--- src/rtl/fetch_stage.sv ---
// fetch_stage: RV32I fetch stage with in-order imem requests, instruction buffer and IF/ID register
module fetch_stage #(
  parameter logic [31:0] RESET_PC   = 32'h0000_0000,
  parameter int          IBUF_DEPTH = 4
) (
  input  logic        clk,
  input  logic        rst,
  input  logic        keep,
  input  logic        flush,
  input  logic [31:0] redirect_pc,
  output logic        imem_req,
  output logic [31:0] imem_addr,
  input  logic        imem_gnt,
  input  logic        imem_rvalid,
  input  logic [31:0] imem_rdata,
  output logic [31:0] PC_pype0,
  output logic [31:0] PCp4_pype0,
  output logic [31:0] Instraction_pype,
  output logic        nop_pype0
);
  localparam int AW = $clog2(IBUF_DEPTH);
  localparam int CW = AW + 1;
  localparam logic [31:0] NOP = 32'h0000_0013;
  logic [31:0] fetch_pc_q, fetch_pc_d, resp_pc_q, resp_pc_d;
  logic [CW-1:0] out_cnt_q, out_cnt_d, disc_cnt_q, disc_cnt_d, fifo_cnt_q, fifo_cnt_d;
  logic [AW-1:0] wr_ptr_q, wr_ptr_d, rd_ptr_q, rd_ptr_d;
  logic [31:0] pc_mem_q [IBUF_DEPTH];
  logic [31:0] ins_mem_q [IBUF_DEPTH];
  logic [31:0] pc_q, pc_d, pcp4_q, pcp4_d, ins_q, ins_d;
  logic nop_q, nop_d;
  logic fire, rv, push, pop, hold;

  // a request is only issued if its response is guaranteed a buffer slot
  assign imem_req  = rst && !flush && ((int'(out_cnt_q) + int'(fifo_cnt_q)) < IBUF_DEPTH);
  assign imem_addr = fetch_pc_q;
  assign PC_pype0         = pc_q;
  assign PCp4_pype0       = pcp4_q;
  assign Instraction_pype = ins_q;
  assign nop_pype0        = nop_q;

  // handshake bookkeeping, buffer pointers and next IF/ID contents
  always_comb begin
    fire = imem_req && imem_gnt;
    rv   = imem_rvalid && (out_cnt_q != '0);
    push = rv && !flush && (disc_cnt_q == '0);
    pop  = !flush && !keep && (fifo_cnt_q != '0);
    hold = keep && !flush;
    fetch_pc_d = flush ? redirect_pc : (fire ? fetch_pc_q + 32'd4 : fetch_pc_q);
    resp_pc_d  = flush ? redirect_pc : (push ? resp_pc_q + 32'd4 : resp_pc_q);
    out_cnt_d  = out_cnt_q + CW'(fire) - CW'(rv);
    disc_cnt_d = flush ? out_cnt_q - CW'(rv) : disc_cnt_q - CW'(rv && (disc_cnt_q != '0));
    fifo_cnt_d = flush ? '0 : fifo_cnt_q + CW'(push) - CW'(pop);
    wr_ptr_d   = flush ? '0 : wr_ptr_q + AW'(push);
    rd_ptr_d   = flush ? '0 : rd_ptr_q + AW'(pop);
    pc_d   = pop ? pc_mem_q[rd_ptr_q] : pc_q;
    pcp4_d = pop ? pc_mem_q[rd_ptr_q] + 32'd4 : pcp4_q;
    ins_d  = hold ? ins_q : (pop ? ins_mem_q[rd_ptr_q] : NOP);
    nop_d  = hold ? nop_q : !pop;
  end

  // state registers with synchronous active-low reset
  always_ff @(posedge clk) begin
    if (!rst) begin
      fetch_pc_q <= RESET_PC;
      resp_pc_q  <= RESET_PC;
      out_cnt_q  <= '0;
      disc_cnt_q <= '0;
      fifo_cnt_q <= '0;
      wr_ptr_q   <= '0;
      rd_ptr_q   <= '0;
      pc_q       <= '0;
      pcp4_q     <= '0;
      ins_q      <= NOP;
      nop_q      <= 1'b1;
    end else begin
      fetch_pc_q <= fetch_pc_d;
      resp_pc_q  <= resp_pc_d;
      out_cnt_q  <= out_cnt_d;
      disc_cnt_q <= disc_cnt_d;
      fifo_cnt_q <= fifo_cnt_d;
      wr_ptr_q   <= wr_ptr_d;
      rd_ptr_q   <= rd_ptr_d;
      pc_q       <= pc_d;
      pcp4_q     <= pcp4_d;
      ins_q      <= ins_d;
      nop_q      <= nop_d;
    end
  end

  // buffer storage; contents are meaningless outside the valid window so no reset
  always_ff @(posedge clk) begin
    if (rst && push) begin
      pc_mem_q[wr_ptr_q]  <= resp_pc_q;
      ins_mem_q[wr_ptr_q] <= imem_rdata;
    end
  end
endmodule
--- config.mk ---
export PLATFORM = sky130hd
export DESIGN_NAME = fetch_stage
export DESIGN_NICKNAME = d
export VERILOG_FILES = /design/src/rtl/fetch_stage.sv
export SDC_FILE = /design/constraint.sdc
export NUM_CORES = 1
export LEC_CHECK = 0
export CAP_MARGIN = 25
export CORE_AREA = 4 4 212 214
export CTS_BUF_LIST = sky130_fd_sc_hd__clkbuf_16
export CTS_CLUSTER_DIAMETER = 150
export DETAILED_ROUTE_END_ITERATION = 7
export DIE_AREA = 0 0 216 218
export PLACE_DENSITY = 0.68
export SLEW_MARGIN = 20
export SYNTH_ARGS = -nofsm -noshare
export SYNTH_HDL_FRONTEND = slang
export SYNTH_SLANG_ARGS = --single-unit
--- constraint.sdc ---
create_clock -name clk -period 11.1 [get_ports clk]
set_input_delay 2.22 -clock clk [delete_from_list [all_inputs] [get_ports clk]]
set_output_delay 2.22 -clock clk [all_outputs]
set_load 0.01 [all_outputs]
Word level (Yosys, flattened, before mapping)
Memories as Yosys holds them, arrays and structs flattened. A register that Yosys moved wholly into a read port is not among the register bits. Index checks and enable logic that the tools add are counted.

Register bits after elaboration: 174. Memory bits (writable): 256. Bits of input ports: 70. Output and inout bits: 130. Word-level logic and storage cells: 58. Memories kept: 2.

Add/sub/neg operators: 12. $lt $le $gt $ge: 1. Multiplexer cells: 10. Bitwise logic cells: 1. Reductions and logical operators: 21.

Memory list: ins_mem_q (depth 4, width 32, read ports 1, clocked after Yosys merged registers in 1, wr ports 1, RTL line 28) `logic [31:0] ins_mem_q [IBUF_DEPTH];`; pc_mem_q (depth 4, width 32, read ports 1, clocked after Yosys merged registers in 1, wr ports 1, RTL line 27) `logic [31:0] pc_mem_q [IBUF_DEPTH];`.

Operators with widths (number): 32-bit two-way mux (5); 32-bit by 3-bit adder with 32-bit output (second input constant) (3); 3-bit by 1-bit subtractor with 3-bit output (4); 1-bit logical AND (11); 3-bit nonzero test (3); 3-bit by 1-bit adder with 3-bit output (2); 2-bit by 1-bit adder with 2-bit output (2); 3-bit by 3-bit adder with 4-bit output (1); 4-bit by 3-bit less-than comparator with 1-bit output (second input constant) (1); 2-bit two-way mux (2); 2-bit nonzero test (2); 1-bit zero test (3); 3-bit zero test (1); 3-bit two-way mux (1); 1-bit two-way mux (2); 2-bit OR reduction (1); 1-bit NOT (1).

Longest topological paths before layout
Gate-level depths: netlist of the first run.

Depth after elaboration: 7. Depth in mapped cells: 14.

Worst setup path after synthesis of the first run
OpenSTA, ideal clock, no wires.

Path kind: input -> register. From: input imem_rvalid. To: memory ins_mem_q[0][0] (enable). Setup time: 0.644 ns. Data arrival time: 8.737 ns. Required time: 10.456 ns. Path slack: 1.719 ns. Stages: 4. Path through: o31ai_1 inv_1 nand2_1 nor4_1.

Longest elaborated chain between the ends: 6.

Ends and longest elaborated chain: from (decl) (RTL line 14) `input logic imem_rvalid,`; 1-bit logical AND (RTL line 44) `rv = imem_rvalid && (out_cnt_q != '0);`; 1-bit logical AND (2 in series) (RTL line 45) `push = rv && !flush && (disc_cnt_q == '0);`; 1-bit logical AND (RTL line 92) `if (rst && push) begin`; 1-bit two-way mux (RTL line 92); 1-bit two-way mux (not written as such) (RTL line 94) `ins_mem_q[wr_ptr_q] <= imem_rdata;`; to (decl) (RTL line 28).

No other way between the ends.

Worst setup path in the final report of the first run
From: input flush. To: output imem_req.

Longest elaborated chain between the ends: 3.

Ends and longest elaborated chain: from (decl) (RTL line 9) `input logic flush,`; 1-bit zero test (RTL line 34) `assign imem_req = rst && !flush && ((int'(out_cnt_q) + int'(fifo_cnt_q)) < IBUF_DEPTH);`; 1-bit logical AND (2 in series) (RTL line 34); to (decl) (RTL line 11) `output logic imem_req,`.

No other way between the ends.

==> results.md, run 1 <==
* Max cap viols at 0
* Post-synth EDFFs at 256
* Max-slew violations at 0
* Worst-Skew Late Latency at ~0.56 ns
* Post-Syn Instances at roughly 1300
* Relative slew margins at 0.322
* Total die area at 47100 um2
* Synthesized flop and latch total at 428
* Slew @ Worst Pin at 1.02 ns
* Post-synth ARST share at 0
* Clock Skew at about 0.016 ns
* Initial DRC count at 863
* Post-CTS Setup Bufs at 0
* Clk sinks at 428
* Status: complete, no violations
* Total Wirelength at 41100 um
* Pin count of the biggest net entering global routing at 99
* Final hold violations at 0
* Synthesized area per cell at 13.5 um2
* PD cells at ~160 nW/um2
* Worst hold margin at 0.453 ns
* Net Sw Frac at 0.223
* Die Ht at ~220 um
* # diodes at 0
* Layout area overhead at 23.1%
* Max FO, Critical Path at 32
* CTS tree: done
* RSZ-0062 raised after global routing: false
* Tot Pwr at 3.43 mW
* Most used cell, CP: clkdlybuf4s50_1
* Clock-pin slew of the registers on the worst-case setup and hold paths at around 0.060 ns
* Setup TNS at 0 ns
* Critical Path AT at 3.92 ns
* Vias in the first global route at 10900
* Initial core utilization at 0.397
* # resized after CTS at 0
* # rows at 76
* Number of hold buffers added after cts at 0
* Final instance area at 20900 um2
* Maximum vdd drop at 0.0953 mV
* Post-Place Cell Area at 19500 um2
* Final setup viols at 0
* Fin nets at 1533
* DR vias at about 11000
* Ports at 200
* Sequential share of the synthesized area at 0.654
* Die width at 216 um
* Clock share of power at 0.416
* Root Buffer: clkbuf_16
* Clock buffer depth at 3
* CP max stage cell: clkdlybuf4s50_1
* Core box area at 42900 um2
* Cell area after synthesis at 17000 um2
* Crit Path Class: in2out
* Routability cong. at approximately 0.8
* Port Buffer Count at 199
* Worst path max stage delay at 0.54 ns
* Share of post-route cells with drive strength above 1 at 0.115
* Synth warnings at 0
* Leakage at 6.73 nW
* Fmax at around 0.16 GHz
* GR Overflow Total at 0
* Unique cell type count in the Yosys netlist at 62
* WL/cell at 19.9 um
* Comb pwr share at 0.069
* Tot GR Track Use at 0.172
* Tightest Hold Check Type: reg2reg
* Fin crit share at 0.553
* Sequential Power Share at 0.515
* Ys flop type: edfxtp_1
* DRT Pass-1 Iters at 4
* Crit-path cells: clkdlybuf4s50_1 -> buf_4 -> nor2b_1 -> and3_1 -> clkdlybuf4s50_1
* Antenna-violating nets left at 0
* CP required at between 8 and 9 ns
* Core Util, Final at 0.488
* CP startpoint kind: primary input
* Net Switching at 0.768 mW
* Dpl hpwl at 26300 um
* Vias per cell at approximately 5.3
* Post-route minimum period at 6.14 ns
* CTS Buf Count at 44
* # DRC at 0
* Global-route wire length before repair at around 64000 um
* CP Capture Type: output port
* H-Tree Depth at 2
* Int Pwr at 2.67 mW
* Initial antenna violation count at 0
* Syn_nets at ~1300
power groups by stage:
| stage | logic [mW] | registers (mW) | clock network, mW |
|---|---|---|---|
| after floorplan | 0.133 | 1.80 | 0 |
| after global placement | 0.232 | 1.80 | 0 |
| final | 0.236 | 1.77 | 1.43 |
| after detailed placement | 0.237 | 1.80 | 0 |
| after global routing | 0.263 | 1.77 | 1.54 |
| after CTS | 0.239 | 1.77 | 1.47 |
layout make-up:
| cell class | count | area (um2) |
|---|---|---|
| clock inverter | 37 | 283 |
| sequential | 428 | 11100 |
| clock buffer | 45 | 1130 |
| inverter | 29 | 111 |
| tap | 585 | 732 |
| multi-input combinational | 729 | 5460 |
| timing repair buffer | 214 | 2100 |
| fill | 3776 | 21900 |
Yosys cell counts (30+ instances only):
master / number / area [um2]
edfxtp_1: 256 / 7690
mux4_2: 55 / 1240
nand3_1: 30 / 150
a22oi_1: 30 / 225
clkbuf_1: 50 / 188
nor2_1: 79 / 297
nand2_1: 126 / 473
dfxtp_1: 172 / 3440
xnor2_1: 49 / 429
o21ai_0: 50 / 250
a21oi_1: 100 / 500
cells in the final DEF, fill, tap and decap left out, drive strengths merged, types with 2 or more instances in the layout:
master,synthesis,final
clkinvlp,0,5
nor2,79,79
nor3,15,15
nor2b,4,4
clkinv,2,19
o22ai,4,4
or4,3,3
and3,10,10
mux4,64,64
nand3b,2,2
nand2b,2,2
o211ai,5,5
buf,21,16
nand4,25,25
and4,12,12
xnor2,49,49
bufinv,0,4
or3,7,7
nand2,128,128
nand3,31,31
a22oi,30,30
o21ai,53,53
and2,7,7
edfxtp,256,256
xor2,27,27
ha,15,15
or2,3,3
a31oi,13,13
clkbuf,50,45
dfxtp,172,172
inv,27,38
a21oi,100,100
nor4,14,14
clkdlybuf4s50,0,198
a211oi,12,12
fa,2,2
state kept, by name (all words and copies together) (netlist names):
register          count
Instraction_pype     32
PC_pype0             32
PCp4_pype0           30
disc_cnt_q            3
fifo_cnt_q            3
imem_addr            32
ins_mem_q           128
nop_pype0             1
out_cnt_q             3
pc_mem_q            128
rd_ptr_q              2
resp_pc_q            32
wr_ptr_q              2
cell families after synthesis:
kind of cell	count (synthesis)	share of synthesized area
XOR/XNOR	76	0.0391
adder cells (fa/ha/maj)	17	0.0134
multiplexers	65	0.0873
AO/OA/AOI/OAI	227	0.0772
flip-flops	428	0.654
AND/OR/NAND/NOR	344	0.103
buffers and inverters	100	0.0263
metrics by stage:
stage                     cells  setup slack (ns)
after global placement     1985              5.02
after global routing       2067              4.86
after CTS                  2067              4.95
after floorplan            1257              1.72
after detailed placement   1985              4.96
final                      2067              4.96
layer usage:
layer,wire (um),vias to the layer above,global-route usage
li1,-,5099,-
met3,2530,59,0.0344
met1,18200,5362,0.238
met4,678,0,0.0388
met2,19700,374,0.284
met5,0,-,0
final timing paths:
path / start / to / slack (ns) / cells after the start
hold reg to reg: PC_pype0[15]$_SDFFE_PN0P_ / PC_pype0[15]$_SDFFE_PN0P_ / 0.45 / 2
setup / recovery: flush / imem_req / 4.96 / 5
hold / removal: PC_pype0[15]$_SDFFE_PN0P_ / PC_pype0[15]$_SDFFE_PN0P_ / 0.45 / 2
setup reg to reg: rd_ptr_q[0]$_SDFF_PP0_ / PCp4_pype0[24]$_SDFFE_PN0P_ / 7.31 / 8
critical path, delay by kind of cell:
family | cells | cell delay, ns
buf+inv | 3 | 1.20
simple gates | 2 | 0.50
No activity file was read; power rests on OpenSTA's default activity.
==> run 2: changes to the inputs <==
Settings changed: PLACE_DENSITY 0.68 to 0.7.
Clock period 11.1 ns to 5.6 ns, I/O delays scaled along.
==> run 2 against run 1 <==
  * First-iteration DRC count down 14%
  * Sequential power up 98%
  * Non-clock buffer count up 1
  * Global-route usage up 0.12 points
  * Clock power up 91%
  * Routed wire length down 0.17%
  * Sequential share of layout area about the same
  * Power up 95%
  * Flip-flop and latch count unchanged
  * Clock-buffer cell count down 1
  * Via count up 0.29%
  * Largest power group unchanged
==> results.md, run 2 (synthesis results as in run 1) <==
* Global-route wire length before repair at between 60000 and 70000 um
* H-Tree Depth at 2
* Clk sinks at 428
* Leakage at ~6.8 nW
* CP startpoint kind: primary input
* Crit Path Class: in2out
* Total Wirelength at between 40000 and 50000 um
* RSZ-0062 raised after global routing: false
* Routability cong. at 0.819
* Final hold violations at 0
* Vias in the first global route at about 11000
* Worst hold margin at approximately 0.45 ns
* Most frequent cells in the layout: edfxtp_1, clkdlybuf4s50_1, dfxtp_1, nand2_1, a21oi_1
* Crit-path leading delay family: buffers and inverters
* WL/cell at 19.9 um
* DRT Pass-1 Iters at 5
* Die width at 216 um
* Max-slew violations at 0
* Max cap viols at 0
* # DRC at 0
* Tot GR Track Use at 0.173
* Worst setup startpoint: flush
* Pin count of the biggest net entering global routing at 97
* Initial antenna violation count at 0
* Layout area overhead at 23.1%
* Root Buffer: clkbuf_16
* Worst-Skew Late Latency at 0.57 ns
* Fin crit share at 0.666
* Commonest non-fill, non-tap cell in the layout: edfxtp_1
* PD cells at between 300 and 400 nW/um2
* Final-layout fill cell count at 3724
* Multi-input gate area at 5460 um2
* Top flop regs: ins_mem_q x128, pc_mem_q x128
* # rows at 76
* Maximum vdd drop at ~0.20 mV
* Met1 WL at about 19000 um
* Initial core utilization at 0.397
* Status: complete, no violations
* Crit-path cells: clkdlybuf4s50_1 -> nor2b_1 -> and3_1 -> clkdlybuf4s50_1
* # diodes at 0
* DR top layer: met4
* Core box area at 42900 um2
* Ports at 200
* Die Ht at between 200 and 250 um
* Relative slew margins at 0.324
* Final setup viols at 0
* Setup TNS at 0 ns
* CTS tree: done
* Tot Pwr at around 6.7 mW
* Total die area at 47100 um2
* CP Capture Type: output port
* Fmax at 0.268 GHz
* Worst path max stage delay at 0.54 ns
* Clock-pin slew of the registers on the worst-case setup and hold paths at 0.05 ns
* CP max stage cell: clkdlybuf4s50_1
* Dpl hpwl at around 27000 um
* Critical Path AT at between 2 and 3 ns
* Hold path startpoint: PC_pype0[3]$_SDFFE_PN0P_
* Vias per cell at 5.28
* Tightest Hold Check Type: reg2reg
* Post-CTS Setup Bufs at 0
* Port Buffer Count at 199
* Initial DRC count at 742
* Post-route minimum period at 3.73 ns
* Number of hold buffers added after cts at 0
* FF-to-FF Start: out_cnt_q[2]$_SDFF_PN0_
* Fin nets at approximately 1500
* Slew @ Worst Pin at 1.01 ns
* Most used cell, CP: clkdlybuf4s50_1
* GR Overflow Total at 0
* CTS Buf Count at 44
* Clock Skew at 0.0186 ns
* Antenna-violating nets left at 0
* Storage cell area at 11100 um2
* Routed wl met2 at about 19000 um
* Met3 Routed Length at 2550 um
* # resized after CTS at 0
* CP required at 4.48 ns
* Buffers and inverters on the worst path at 2
* DR vias at roughly 11000
* Max FO, Critical Path at 5
* Share of post-route cells with drive strength above 1 at 0.113
* Clock buffer depth at 3
run 2: cell types whose count changed in the layout (fill, tap and decap cells not counted), sizes merged:
cell      before  now
bufinv         4    2
buf           16   17
clkinvlp       5    0
clkbuf        45   44
inv           38   48
clkinv        19   17
run 2: path summary, 6_finish.rpt:
check	end	slack (ns)	depth (start not counted)
min reg2reg	PC_pype0[3]$_SDFFE_PN0P_	0.45	2
max reg2reg	out_cnt_q[2]$_SDFF_PN0_	2.37	11
max	imem_req	1.87	4
min	PC_pype0[3]$_SDFFE_PN0P_	0.45	2
run 2: area by class of cell:
type / instances / share of cell area
clock buffers: 44 / 0.0526
clock inverters: 38 / 0.0119
inverters: 29 / 0.00532
multi-input cells: 729 / 0.261
flip-flops and latches: 428 / 0.532
well taps: 585 / 0.0350
repair buffers: 215 / 0.102
run 2: metal layers:
layer,vias up,track usage
li1,5103,-
met3,65,0.0383
met5,-,0
met1,5426,0.244
met4,0,0.0401
met2,332,0.278
run 2: worst register-to-register path, stage by stage, from the launching register on:
cell     delay, ns
dfxtp_1       0.41
ha_1          0.26
nor3_1        0.18
and4_1        0.53
inv_1         0.34
ha_1          0.37
inv_1         0.04
ha_1          0.19
fa_1          0.39
xnor2_1       0.18
xnor2_1       0.14
nor2_1        0.06
run 2: power by group:
group          internal [mW]  total (mW)  switching, mW
sequential              3.42        3.51         0.0850
clock                   1.53        2.73           1.20
combinational          0.218       0.469          0.251
run 2: through the flow:
step           setup WS [ns]  std cells  utilization  instance area [um2]
3_3_place_gp            1.44       1985        0.456                19600
2_1_floorplan         0.0116       1257            -                17000
4_1_cts                 1.84       2068        0.488                20900
5_1_grt                 1.70       2068        0.488                20900
3_5_place_dp            1.37       1986        0.457                19600
6_report                1.87       2068        0.488                20900
==> run 3: changes to the inputs <==
Clock period 5.6 ns to 3.3 ns, I/O delays scaled along.
==> run 3 against run 2 <==
  * Sequential share of layout area down 0.96 points
  * Clock-buffer cell count up 4
  * Routed wire length about the same
  * Worst hold slack improved by 0.0015 ns
  * Sequential power rose by 70%
  * Clock power rose by 91%
  * Die area did not move
  * Power grew 79%
  * Register-to-register slack got worse by 1.7 ns
  * Non-clock buffer count grew 13
  * Worst setup slack worse by 1.4 ns
  * Critical endpoint unchanged
  * Highest routed layer unchanged
==> results.md, run 3 (synthesis results as in run 1) <==
* Status: complete, no violations
* Core box area at approximately 43000 um2
* GR Overflow Total at 0
* WL/cell at 19.7 um
* Layout area overhead at 25.3%
* CP required at between 2 and 3 ns
* Worst path max stage delay at approximately 0.54 ns
* CTS Buf Count at 45
* CTS tree: done
* CP max stage cell: clkdlybuf4s50_1
* Multi-input gate area at 5500 um2
* Final-layout fill cell count at about 3700
* Clock buffer depth at 3
* Slew @ Worst Pin at 0.777 ns
* Initial antenna violation count at 0
* Total Wirelength at 41100 um
* CP startpoint kind: flip-flop
* Initial core utilization at 0.397
* Leakage at 6.90 nW
* Fin nets at 1548
* Storage cell area at 11100 um2
* PD cells at approximately 560 nW/um2
* Dpl hpwl at 26600 um
* Number of hold buffers added after cts at 0
* Crit Path Class: reg2out
* Setup TNS at 0 ns
* Ports at 200
* Tightest Hold Check Type: reg2reg
* Non-filler instance count after layout at about 2100
* Worst-Skew Late Latency at between 0.5 and 0.6 ns
* DRT Pass-1 Iters at 5
* Share of post-route cells with drive strength above 1 at 0.130
* Max-slew violations at 0
* Clock-pin slew of the registers on the worst-case setup and hold paths at 0.06 ns
* Final setup viols at 0
* Antenna-violating nets left at 0
* Initial DRC count at 721
* Post-route minimum period at 2.86 ns
* Critical Path AT at 2.20 ns
* # rows at 76
* Fin crit share at 0.866
* Global-route wire length before repair at 63800 um
* RSZ-0062 raised after global routing: false
* Crit-path leading delay family: buffers and inverters
* # resized after CTS at 0
* Max cap viols at 0
* Routability cong. at 0.795
* Fmax at about 0.35 GHz
* Clk sinks at between 400 and 500
* Max FO, Critical Path at 4
* Maximum vdd drop at 0.318 mV
* Worst hold margin at 0.454 ns
* Final instance area at approximately 21000 um2
* Top flop regs: ins_mem_q x128, pc_mem_q x128
* Relative slew margins at 0.482
* Final hold violations at 0
* Die width at 216 um
* Port Buffer Count at 199
* Total die area at between 40000 and 50000 um2
* Core Util, Final at 0.497
* H-Tree Depth at 2
* Commonest non-fill, non-tap cell in the layout: edfxtp_1
* Die Ht at 218 um
* Crit-path cells: ha_1 -> nor3_1 -> and3_1 -> clkdlybuf4s50_1
* Placed Cells at 1999
* Pin count of the biggest net entering global routing at 115
* Tot GR Track Use at 0.173
* Post-Place Cell Area at roughly 20000 um2
* Post-CTS Setup Bufs at 0
* Root Buffer: clkbuf_16
* CP Capture Type: output port
* Buffers and inverters on the worst path at 1
* DR vias at 10800
* Clock Skew at 0.0187 ns
* Vias in the first global route at 10900
* # DRC at 0
* Most frequent cells in the layout: edfxtp_1, clkdlybuf4s50_1, dfxtp_1, nand2_1, a21oi_1
* Vias per cell at 5.21
* # diodes at 0
==> run 3: worst paths after layout <==
kind / startpoint / slack (ns) / to / cells after the start
worst min-delay path: PC_pype0[5]$_SDFFE_PN0P_ / 0.45 / PC_pype0[5]$_SDFFE_PN0P_ / 2
worst min register to register: PC_pype0[5]$_SDFFE_PN0P_ / 0.45 / PC_pype0[5]$_SDFFE_PN0P_ / 2
worst max register to register: rd_ptr_q[0]$_SDFF_PP0_ / 0.68 / PCp4_pype0[22]$_SDFFE_PN0P_ / 7
worst max-delay path: out_cnt_q[2]$_SDFF_PN0_ / 0.44 / imem_req / 4
==> run 3: report_power, final <==
| group | internal (mW) | total [mW] | switching (mW) |
|---|---|---|---|
| combinational | 0.394 | 0.830 | 0.436 |
| clock | 3.18 | 5.21 | 2.04 |
| sequential | 5.81 | 5.96 | 0.151 |
| total | 9.38 | 12.0 | 2.63 |
==> run 3: per-stage QoR <==
step,setup slack [ns],total power [mW]
after global routing,0.300,12.5
after CTS,0.386,12.1
after global placement,0.292,6.88
after detailed placement,0.286,6.91
final,0.444,12.0
after floorplan,-0.0934,6.52
==> run 3: layout make-up <==
| class | count | share of cell area |
|---|---|---|
| Clock inverter | 36 | 0.0165 |
| Sequential cell | 428 | 0.522 |
| Timing Repair Buffer | 228 | 0.108 |
| Inverter | 29 | 0.00522 |
| Tap cell | 585 | 0.0343 |
| Multi-Input combinational cell | 729 | 0.258 |
| Clock buffer | 48 | 0.0563 |
==> run 3: metal layers <==
metal	GRT usage	part of all wire
met5	0	0
met4	0.0416	0.017
met3	0.0323	0.052
met2	0.282	0.48
met1	0.243	0.45
==> run 3: worst reg2reg max path, cell delays in order (launching register included) <==
cell and delay (ns):
dfxtp_4 0.43, buf_12 0.25, mux4_1 0.38, nand2_2 0.11, or4_1 0.73, nor4_2 0.36, xnor2_1 0.15, a21oi_1 0.08
